**src/rtl/micro_pkg.sv**
```systemverilog
// Shared definitions for the 4-bit computational unit's control path:
// FSM states, opcode fields, source/enable codes and the destination map.
package micro_pkg;

  typedef enum logic [1:0] {
    FETCH = 2'd0,
    LATCH = 2'd1,
    EXEC  = 2'd2
  } state_t;

  // Opcode prefixes, compared against the top bits of ir
  localparam logic [1:0] OPC_MOVE = 2'b10;
  localparam logic [2:0] OPC_ALU  = 3'b110;
  localparam logic [3:0] OPC_JMP  = 4'b1110;
  localparam logic [3:0] OPC_JNZ  = 4'b1111;

  // ALU nibbles that leave r and the zero flag untouched
  localparam logic [3:0] ALU_NOP_A = 4'b1000;
  localparam logic [3:0] ALU_NOP_B = 4'b1111;

  // Data-bus source select codes
  localparam logic [3:0] SRC_X0     = 4'd0;
  localparam logic [3:0] SRC_X1     = 4'd1;
  localparam logic [3:0] SRC_Y0     = 4'd2;
  localparam logic [3:0] SRC_Y1     = 4'd3;
  localparam logic [3:0] SRC_R      = 4'd4;
  localparam logic [3:0] SRC_M      = 4'd5;
  localparam logic [3:0] SRC_I      = 4'd6;
  localparam logic [3:0] SRC_DM     = 4'd7;
  localparam logic [3:0] SRC_NIBBLE = 4'd8;
  localparam logic [3:0] SRC_I_PINS = 4'd9;

  // reg_en bit positions
  localparam int EN_X0    = 0;
  localparam int EN_X1    = 1;
  localparam int EN_Y0    = 2;
  localparam int EN_Y1    = 3;
  localparam int EN_R     = 4;
  localparam int EN_M     = 5;
  localparam int EN_I     = 6;
  localparam int EN_DM    = 7;
  localparam int EN_O_REG = 8;

  // Destination codes with special handling
  localparam logic [2:0] DST_O_REG = 3'd4;
  localparam logic [2:0] DST_I     = 3'd6;
  localparam logic [2:0] DST_DM    = 3'd7;

  // Destination code 4 is o_reg, not r: r is written only by ALU instructions.
  function automatic logic [8:0] dst_onehot(input logic [2:0] dst);
    logic [8:0] en;
    en = '0;
    if (dst == DST_O_REG) en[EN_O_REG] = 1'b1;
    else                  en[dst]      = 1'b1;
    return en;
  endfunction

endpackage

```
**src/rtl/instruction_sequencer_if.sv**
```systemverilog
// Program-ROM and computational-unit control bundle driven by the sequencer.
interface instruction_sequencer_if;
  logic [7:0] pm_addr;
  logic [7:0] pm_data;
  logic [7:0] pc;
  logic [7:0] ir;
  logic [3:0] nibble_ir;
  logic [3:0] source_sel;
  logic [8:0] reg_en;
  logic       i_sel;
  logic       x_sel;
  logic       y_sel;
  logic       r_eq_0;

  modport master (
    output pm_addr, pc, ir, nibble_ir, source_sel, reg_en, i_sel, x_sel, y_sel,
    input  pm_data, r_eq_0
  );

  modport slave (
    input  pm_addr, pc, ir, nibble_ir, source_sel, reg_en, i_sel, x_sel, y_sel,
    output pm_data, r_eq_0
  );
endinterface

```
**src/rtl/instruction_decode.sv**
```systemverilog
// Combinational decode of the instruction register into CU control strobes;
// everything is forced idle unless the sequencer is in its EXEC cycle.
module instruction_decode
  import micro_pkg::*;
(
  input  logic       exec,
  input  logic [7:0] ir,
  output logic [3:0] source_sel,
  output logic [8:0] reg_en,
  output logic       i_sel,
  output logic       is_jmp,
  output logic       is_jnz
);

  always_comb begin
    logic [2:0] dst;
    logic [2:0] src;
    logic       index;
    // NOTE: every output and temporary gets a default first so no path
    // through the branches below can infer a latch.
    source_sel = SRC_X0;
    reg_en     = '0;
    i_sel      = 1'b0;
    is_jmp     = 1'b0;
    is_jnz     = 1'b0;
    dst        = '0;
    src        = '0;
    index      = 1'b0;

    if (exec) begin
      if (ir[7] == 1'b0) begin
        dst        = ir[6:4];
        source_sel = SRC_NIBBLE;
        reg_en     = dst_onehot(dst);
        index      = (dst == DST_DM);
      end else if (ir[7:6] == OPC_MOVE) begin
        dst        = ir[5:3];
        src        = ir[2:0];
        source_sel = (src == dst) ? SRC_I_PINS : {1'b0, src};
        reg_en     = dst_onehot(dst);
        index      = (dst == DST_DM) || ((src == DST_DM) && (src != dst));
      end else if (ir[7:5] == OPC_ALU) begin
        reg_en[EN_R] = !((ir[3:0] == ALU_NOP_A) || (ir[3:0] == ALU_NOP_B));
      end else if (ir[7:4] == OPC_JMP) begin
        is_jmp = 1'b1;
      end else begin
        is_jnz = 1'b1;
      end

      // Any dm access post-increments i by m, unless i is itself the
      // destination, in which case the bus value wins.
      if (index && (dst != DST_I)) begin
        reg_en[EN_I] = 1'b1;
        i_sel        = 1'b1;
      end
    end
  end

endmodule

```
**src/rtl/instruction_sequencer.sv**
```systemverilog
// Three-cycle FETCH/LATCH/EXEC sequencer: owns pc and ir, talks to the
// synchronous program ROM and strobes the computational unit in EXEC.
module instruction_sequencer
  import micro_pkg::*;
(
  input  logic                           clk,
  input  logic                           reset_n,
  instruction_sequencer_if.master        bus
);

  state_t     state;
  logic [7:0] pc;
  logic [7:0] ir;

  logic [3:0] dec_source_sel;
  logic [8:0] dec_reg_en;
  logic       dec_i_sel;
  logic       is_jmp;
  logic       is_jnz;

  instruction_decode u_decode (
    .exec       (state == EXEC),
    .ir         (ir),
    .source_sel (dec_source_sel),
    .reg_en     (dec_reg_en),
    .i_sel      (dec_i_sel),
    .is_jmp     (is_jmp),
    .is_jnz     (is_jnz)
  );

  // NOTE: all state below is updated with non-blocking assignments so every
  // register samples pre-edge values, matching the hardware it describes.
  always_ff @(posedge clk or negedge reset_n) begin
    if (!reset_n) begin
      state <= FETCH;
      pc    <= 8'h00;
      ir    <= 8'h00;
    end else begin
      unique case (state)
        FETCH: begin
          pc    <= pc + 8'd1;
          state <= LATCH;
        end
        LATCH: begin
          ir    <= bus.pm_data;
          state <= EXEC;
        end
        EXEC: begin
          // pm_data now holds the byte after the opcode: the jump target.
          if (is_jmp || (is_jnz && !bus.r_eq_0)) pc <= bus.pm_data;
          else if (is_jnz)                       pc <= pc + 8'd1;
          state <= FETCH;
        end
        default: state <= FETCH;
      endcase
    end
  end

  assign bus.pm_addr    = pc;
  assign bus.pc         = pc;
  assign bus.ir         = ir;
  assign bus.nibble_ir  = ir[3:0];
  assign bus.x_sel      = ir[4];
  assign bus.y_sel      = ir[3];
  assign bus.source_sel = dec_source_sel;
  assign bus.reg_en     = dec_reg_en;
  assign bus.i_sel      = dec_i_sel;

endmodule

```
**src/flat_wrapper.sv**
```systemverilog
// flat-port wrapper written by rule: the top's interface ports become plain ports
module instruction_sequencer_flat import micro_pkg::*;
  (clk, reset_n, bus_pm_addr, bus_pc, bus_ir, bus_nibble_ir, bus_source_sel, bus_reg_en, bus_i_sel, bus_x_sel, bus_y_sel, bus_pm_data, bus_r_eq_0);
  instruction_sequencer_if bus_i ();
  input  logic clk;
  input  logic reset_n;
  output wire logic [$bits(bus_i.pm_addr)-1:0] bus_pm_addr;
  output wire logic [$bits(bus_i.pc)-1:0] bus_pc;
  output wire logic [$bits(bus_i.ir)-1:0] bus_ir;
  output wire logic [$bits(bus_i.nibble_ir)-1:0] bus_nibble_ir;
  output wire logic [$bits(bus_i.source_sel)-1:0] bus_source_sel;
  output wire logic [$bits(bus_i.reg_en)-1:0] bus_reg_en;
  output wire logic [$bits(bus_i.i_sel)-1:0] bus_i_sel;
  output wire logic [$bits(bus_i.x_sel)-1:0] bus_x_sel;
  output wire logic [$bits(bus_i.y_sel)-1:0] bus_y_sel;
  input wire logic [$bits(bus_i.pm_data)-1:0] bus_pm_data;
  input wire logic [$bits(bus_i.r_eq_0)-1:0] bus_r_eq_0;
  assign bus_pm_addr = bus_i.pm_addr;
  assign bus_pc = bus_i.pc;
  assign bus_ir = bus_i.ir;
  assign bus_nibble_ir = bus_i.nibble_ir;
  assign bus_source_sel = bus_i.source_sel;
  assign bus_reg_en = bus_i.reg_en;
  assign bus_i_sel = bus_i.i_sel;
  assign bus_x_sel = bus_i.x_sel;
  assign bus_y_sel = bus_i.y_sel;
  assign bus_i.pm_data = bus_pm_data;
  assign bus_i.r_eq_0 = bus_r_eq_0;
  instruction_sequencer u_core (.clk(clk), .reset_n(reset_n), .bus(bus_i));
endmodule
```
**config.mk**
```make
export PLATFORM = sky130hd
export DESIGN_NAME = instruction_sequencer_flat
export DESIGN_NICKNAME = d
export VERILOG_FILES = /design/src/rtl/micro_pkg.sv /design/src/rtl/instruction_sequencer_if.sv /design/src/rtl/instruction_decode.sv /design/src/rtl/instruction_sequencer.sv /design/src/flat_wrapper.sv
export SDC_FILE = /design/constraint.sdc
export NUM_CORES = 1
export LEC_CHECK = 0
export ABC_CLOCK_PERIOD_IN_PS = 2440
export CORE_ASPECT_RATIO = 2
export CORE_UTILIZATION = 47
export CTS_CLUSTER_SIZE = 12
export DETAILED_ROUTE_END_ITERATION = 10
export PLACE_DENSITY_LB_ADDON = 0.15
export SYNTH_ARGS = -nofsm -noshare
export SYNTH_HDL_FRONTEND = slang
export SYNTH_SLANG_ARGS = --single-unit
```
**constraint.sdc**
```tcl
create_clock -name clk -period 2.44 [get_ports clk]
set_input_delay 0.488 -clock clk [delete_from_list [all_inputs] [get_ports clk]]
set_output_delay 0.488 -clock clk [all_outputs]
set_load 0.02 [all_outputs]
```
== After elaboration in Yosys (flattened, before gate mapping) ==
Index checks and enable logic that the tools add are counted.
Storage, ports and cells
  memory bits (read-only): 0
  memories kept: 0
  bits in latches: 0
  memory bits (writable): 0
  input bits: 11
  register bits: 18
Cells by class
  add/subtract/negate cells: 1
  equality and inequality tests: 16
  $lt $le $gt $ge: 4
  reduce and logical (&&, ||, !) cells: 13
  multipliers: 0
  multiplexer cells: 41
  shift-type cells: 0
  bitwise logic cells: 0
  div/mod/pow operators: 0
Operators by type and width (count)
  $mux 8: 4
  $mux 4: 6
  $mux 1: 22
  $eq 3x3->1 const B: 6
  $mux 9: 2
  $pmux 8 s2: 1
  $eq 4x4->1 const B: 3
  $lt 3x5->1 const B: 2
  $mux 3: 3
  $add 8x1->8 const B: 1
  $demux 1 s3: 2
  $ge 3x1->1 const B: 2
  $logic_and 1x1->1: 5
  $eq 2x2->1 const B: 2
  $pmux 2 s2: 1
  $eq 3x3->1: 1
  $logic_or 1x1->1: 3
  $ne 3x1->1 const B: 1
  $ne 3x3->1: 1
  $ne 3x3->1 const B: 1
  $eq 2x1->1 const B: 1
  $logic_not 1->1: 2
  $logic_not 2->1: 1
  $reduce_and 2->1: 1
  $reduce_bool 2->1: 1

== Depth between registers and ports, before layout ==
  word-level depth: 10
  mapped depth: 6
  mapped depth without buffers: 4

== Cells and area by module ==
Synthesis repeated with hierarchy kept, for this count alone.
Second synthesis, totals
  cell total of the unflattened synthesis: 150
  area, all modules: 1378.8 µm²
Modules (own cells, without submodules)
  instruction_sequencer: times used 1, area each 993.5 µm², cells an instance 91
  instruction_decode: times used 1, area each 385.4 µm², cells an instance 59

== Least setup slack after synthesis ==
OpenSTA, ideal clock, no wires.
  kind: register to output
  from: register u_core.ir[7], in the netlist u_core.bus.ir[7]
  to: output port bus_reg_en[3]
  path slack: 0.144 ns
  path buffers: 1
  stages on the path, launching flop included: 5
  arrival time: 1.808 ns
  data required time: 1.952 ns
  cell sequence: dfrtp_1 -> clkbuf_1 -> nor2b_1 -> a21oi_1 -> nor4b_1
On the way
  word-level cells in the longest chain between the ends: 4
RTL lines
  start, declared: line instruction_sequencer.sv:13  | logic [7:0] ir;
  start signal, assigned: line instruction_sequencer.sv:45  | ir <= bus.pm_data;
  $eq 2x2->1: line instruction_decode.sv:36  | end else if (ir[7:6] == OPC_MOVE) begin
  $mux 4: line instruction_decode.sv:36
  $mux 9 *: line instruction_decode.sv:31  | if (ir[7] == 1'b0) begin
  $mux 9 *: line instruction_decode.sv:30  | if (exec) begin
  end, declared: line flat_wrapper.sv:12  | output wire logic [$bits(bus_i.reg_en)-1:0] bus_reg_en;
Mark *: on every way between the ends. The rest lies on a longest branch, timed or not.

== Final worst setup path ==
  from: register u_core.ir[4], in the netlist u_core.bus.ir[4]
  to: output port bus_source_sel[2]
On the way
  word-level cells in the longest chain between the ends: 5
RTL lines
  $eq 3x3->1: line instruction_decode.sv:39  | source_sel = (src == dst) ? SRC_I_PINS : {1'b0, src};
  $mux 4: line instruction_decode.sv:39
  $mux 4: line instruction_decode.sv:36
  $mux 4: line instruction_decode.sv:31
  $mux 4: line instruction_decode.sv:30
  end, declared: line flat_wrapper.sv:11  | output wire logic [$bits(bus_i.source_sel)-1:0] bus_source_sel;
Every way passes these cells.

==> results.py <==
metrics = {
    "sta": {
        "maxSlewHeadroom_pct": 58.8,
        "hold_violations": 0,
        "timing.hold.ws_ns": 0.562,
        "fmax_mhz": 447,
        "setup_tns_ns": 0,
        "drv_slew": 0,
        "rsz0062_at_grt": "no",
        "finalCritPeriodShare_pct": 91.7,
        "tightest_slew_ns": 0.602,
        "setup_viol_count_final": 0,
        "clock_skew_ns": 0.00187,
        "period_needed_ns": 2.24,
    },
    "synth": {
        "async_flop_share_pct": 100,
        "synth_edf_count": 0,
        "synth_top_area_cell": "dfrtp_1",
        "synth_area_leaders": "dfrtp_1 32%, buf_4 8.7%, mux2_2 6.5%",
        "yosysWarnings": 0,
        "synth_nets": 169,
        "synth.top_cell.area_share_pct": 32.5,
        "synth_cells": 157,
        "synth_ff_type": "dfrtp_1",
        "ys_seq_area_share_pct": 32.5,
        "synth_most_common_cell": "dfrtp_1",
        "synth_area_per_cell_sq_um": 8.83,
        "synth_seq_cells": 18,
        "syn_area_sq_mm": 0.00139,
        "yosys-top-cells-count": "18 x dfrtp_1, 16 x buf_4, 9 x clkbuf_1, 9 x nand2_1, 9 x nor3_1",
        "synth_cell_type_count": 45,
    },
    "final_layout": {
        "n_antenna_cell": 0,
        "fin_nets": 213,
        "fin_area_sq_mm": 0.00196,
        "post-route-util_pct": 70.7,
        "area_growth_syn_to_layout_pct": 41.2,
        "fillCellCount": 243,
        "seq_area_sq_um": 455,
        "final_layout_size_suffix_gt1_share_pct": 17.0,
        "multi_input_area_sq_um": 757,
    },
    "worst_setup_path": {
        "reg2regPathDepth": 5,
        "cp.required_ns": 1.95,
        "crit_chain": "xor2_1, nor3_2, nor3_1, and2_1, dlygate4sd2_1",
        "r2r_slack_ns": 0.64,
        "worstPathArrival_ns": 1.75,
        "end_kind": "primary output",
        "criticalPathCategory": "flip-flop to primary output",
        "reg2reg_to": "u_core.bus.pc[7]",
        "slowest_stage": "dfrtp_2",
        "timing.rr.start": "u_core.bus.ir[6]",
        "startpoint_type": "flip-flop",
        "path_max_fanout": 11,
        "slowest_delay_ns": 0.48,
    },
    "routing": {
        "wl_met3_microns": 147,
        "dr_total_vias": 1328,
        "wl_per_cell_microns": 15.7,
        "drtPass1Iterations": 4,
        "top_layer": "met4",
        "vias_per_cell": 5.80,
        "first_iter_violations": 26,
        "wl_met2_mm": 2.02,
        "ant_nets": 0,
        "m1WireLength_mm": 1.36,
        "drc": 0,
        "drt-total-wl_mm": 3.60,
    },
    "placement": {
        "gp_congestion": 0.787,
        "dpl_cell_area_sq_mm": 0.00188,
        "dp_hpwl_mm": 2.77,
        "port_buffers": 54,
    },
    "pwr": {
        "peakVddDrop_mv": 0.616,
        "pwr-share-comb_pct": 47.4,
        "pwr_density_cell_mw_per_mm2": 690,
        "switching_share_pct": 38.2,
        "p_switching_mw": 0.517,
        "total_power_mw": 1.35,
        "p_leak_nw": 0.909,
        "p_int_mw": 0.834,
        "p_seq_share_pct": 34.8,
        "p_clk_share_pct": 17.7,
    },
    "clock_network": {
        "ctsHoldBuffers": 0,
        "postCtsSetupRepairBufs": 0,
        "clock_sinks": 18,
        "cts_buffer_depth": 2,
        "htreeDepth": 1,
        "ctsRootBufferMaster": "clkbuf_8",
        "cts_made_buffers": 3,
        "clk_latency_ns": 0.25,
        "tritoncts": "yes",
        "path_clk_slew_ns": 0.07,
    },
    "die": {
        "core_area_sq_mm": 0.00277,
        "start_util_pct": 50.0,
        "ios": 55,
        "dieWidth_microns": 40.4,
        "rows": 27,
        "die-area_sq_mm": 0.00318,
        "fp.dieH_microns": 78.8,
    },
    "global_routing": {
        "antenna_found_initial": 0,
        "grt_max_degree": 19,
        "grt_pass1_wl_mm": 5.55,
        "track_usage_pct": 24.2,
        "grt_pass1_vias": 1221,
        "grt_overflow_total": 0,
    },
    "status": {
        "status": "finished, final reports clean",
    },
    "flow_run": {
        "maxCapViolations": 0,
    },
    "hold_path": {
        "hold_class": "input pin to asynchronous set/reset pin",
    },
}
[critical path, delay by kind of cell (launching register included)]
family        cells  cell delay, ns
simple gates      3            0.52
buf+inv           1            0.31
xor+xnor          1            0.20
flops             1            0.48
[stage by stage]
stage               setup slack (ns)  std cells
global placement               0.134        225
global route                  0.0866        229
detailed placement            0.0673        225
floorplan                      0.144        157
CTS                          0.00204        229
finish                         0.202        229
[layout make-up]
cell class	instances	share of cell area, %
multi-input combinational	108	38.7
clock buffer	4	2.81
sequential	18	23.3
timing repair buffer	67	32.8
inverter	3	0.575
tap	29	1.85
[how the worst max path moves through the flow]
stage,startpoint,to,cells past startpoint
after floorplan,u_core.bus.ir[7],bus_reg_en[3],4
after global placement,u_core.bus.ir[7],bus_reg_en[3],4
after detailed placement,u_core.bus.ir[4],bus_source_sel[3],5
after CTS,u_core.bus.ir[4],bus_reg_en[2],5
after global routing,u_core.bus.ir[1],bus_i_sel,5
final,u_core.bus.ir[4],bus_source_sel[2],5
[registers in the layout (all words and copies together), names as in the netlist]
| signal | cells |
|---|---|
| u_core.bus.ir | 8 |
| u_core.state | 2 |
| u_core.bus.pc | 8 |
[cells by family (layout without fill, tap and decap cells)]
family	after synthesis	after routing	synth area share, %
compound gates	37	37	18.4
xor+xnor	5	5	3.16
buf+inv	31	74	13.8
flops	18	18	32.5
simple gates	57	57	24.7
mux	8	8	6.50
fa+ha+maj	1	1	0.902
[routing by layer]
layer / track usage (%) / up-vias
li1: - / 646
met1: 26.8 / 624
met2: 43.7 / 49
met3: 2.51 / 9
met4: 8.00 / 0
met5: 0 / -
[power by group through the flow]
| stage | Combinational [mW] | Sequential, mW | Clock (mW) |
|---|---|---|---|
| 6_report | 0.641 | 0.471 | 0.239 |
| 5_1_grt | 0.676 | 0.484 | 0.257 |
| 4_1_cts | 0.644 | 0.469 | 0.243 |
| 3_5_place_dp | 0.636 | 0.471 | 0 |
| 3_3_place_gp | 0.634 | 0.468 | 0 |
| 2_1_floorplan | 0.340 | 0.525 | 0 |
[cells in the final DEF (no fill, tap or decap), types with 2 or more instances in the layout]
master / n
and3_1: 2
dlygate4sd2_1: 8
nor4b_1: 2
o22ai_1: 2
and2_1: 3
nor4_1: 3
o2111ai_1: 3
nand2b_1: 5
clkbuf_8: 4
nand3b_1: 2
o21ai_0: 4
nand2_1: 9
inv_1: 3
dfrtp_2: 4
nor2b_1: 5
dfrtp_1: 14
dlymetal6s2s_1: 6
buf_4: 13
o22a_1: 4
a31oi_1: 5
nor2_1: 5
mux2_2: 8
a21oi_1: 8
xor2_1: 4
clkdlybuf4s50_1: 40
nand3_1: 2
nand4_1: 3
nor3_1: 8
[repair_timing]
item / 4_1_cts / 5_1_grt
resized for setup: 13 / 8
endpoints found under the hold margin: 0 / 0
endpoints found under the setup margin: 13 / 6
No activity file was read; power rests on OpenSTA's default activity.
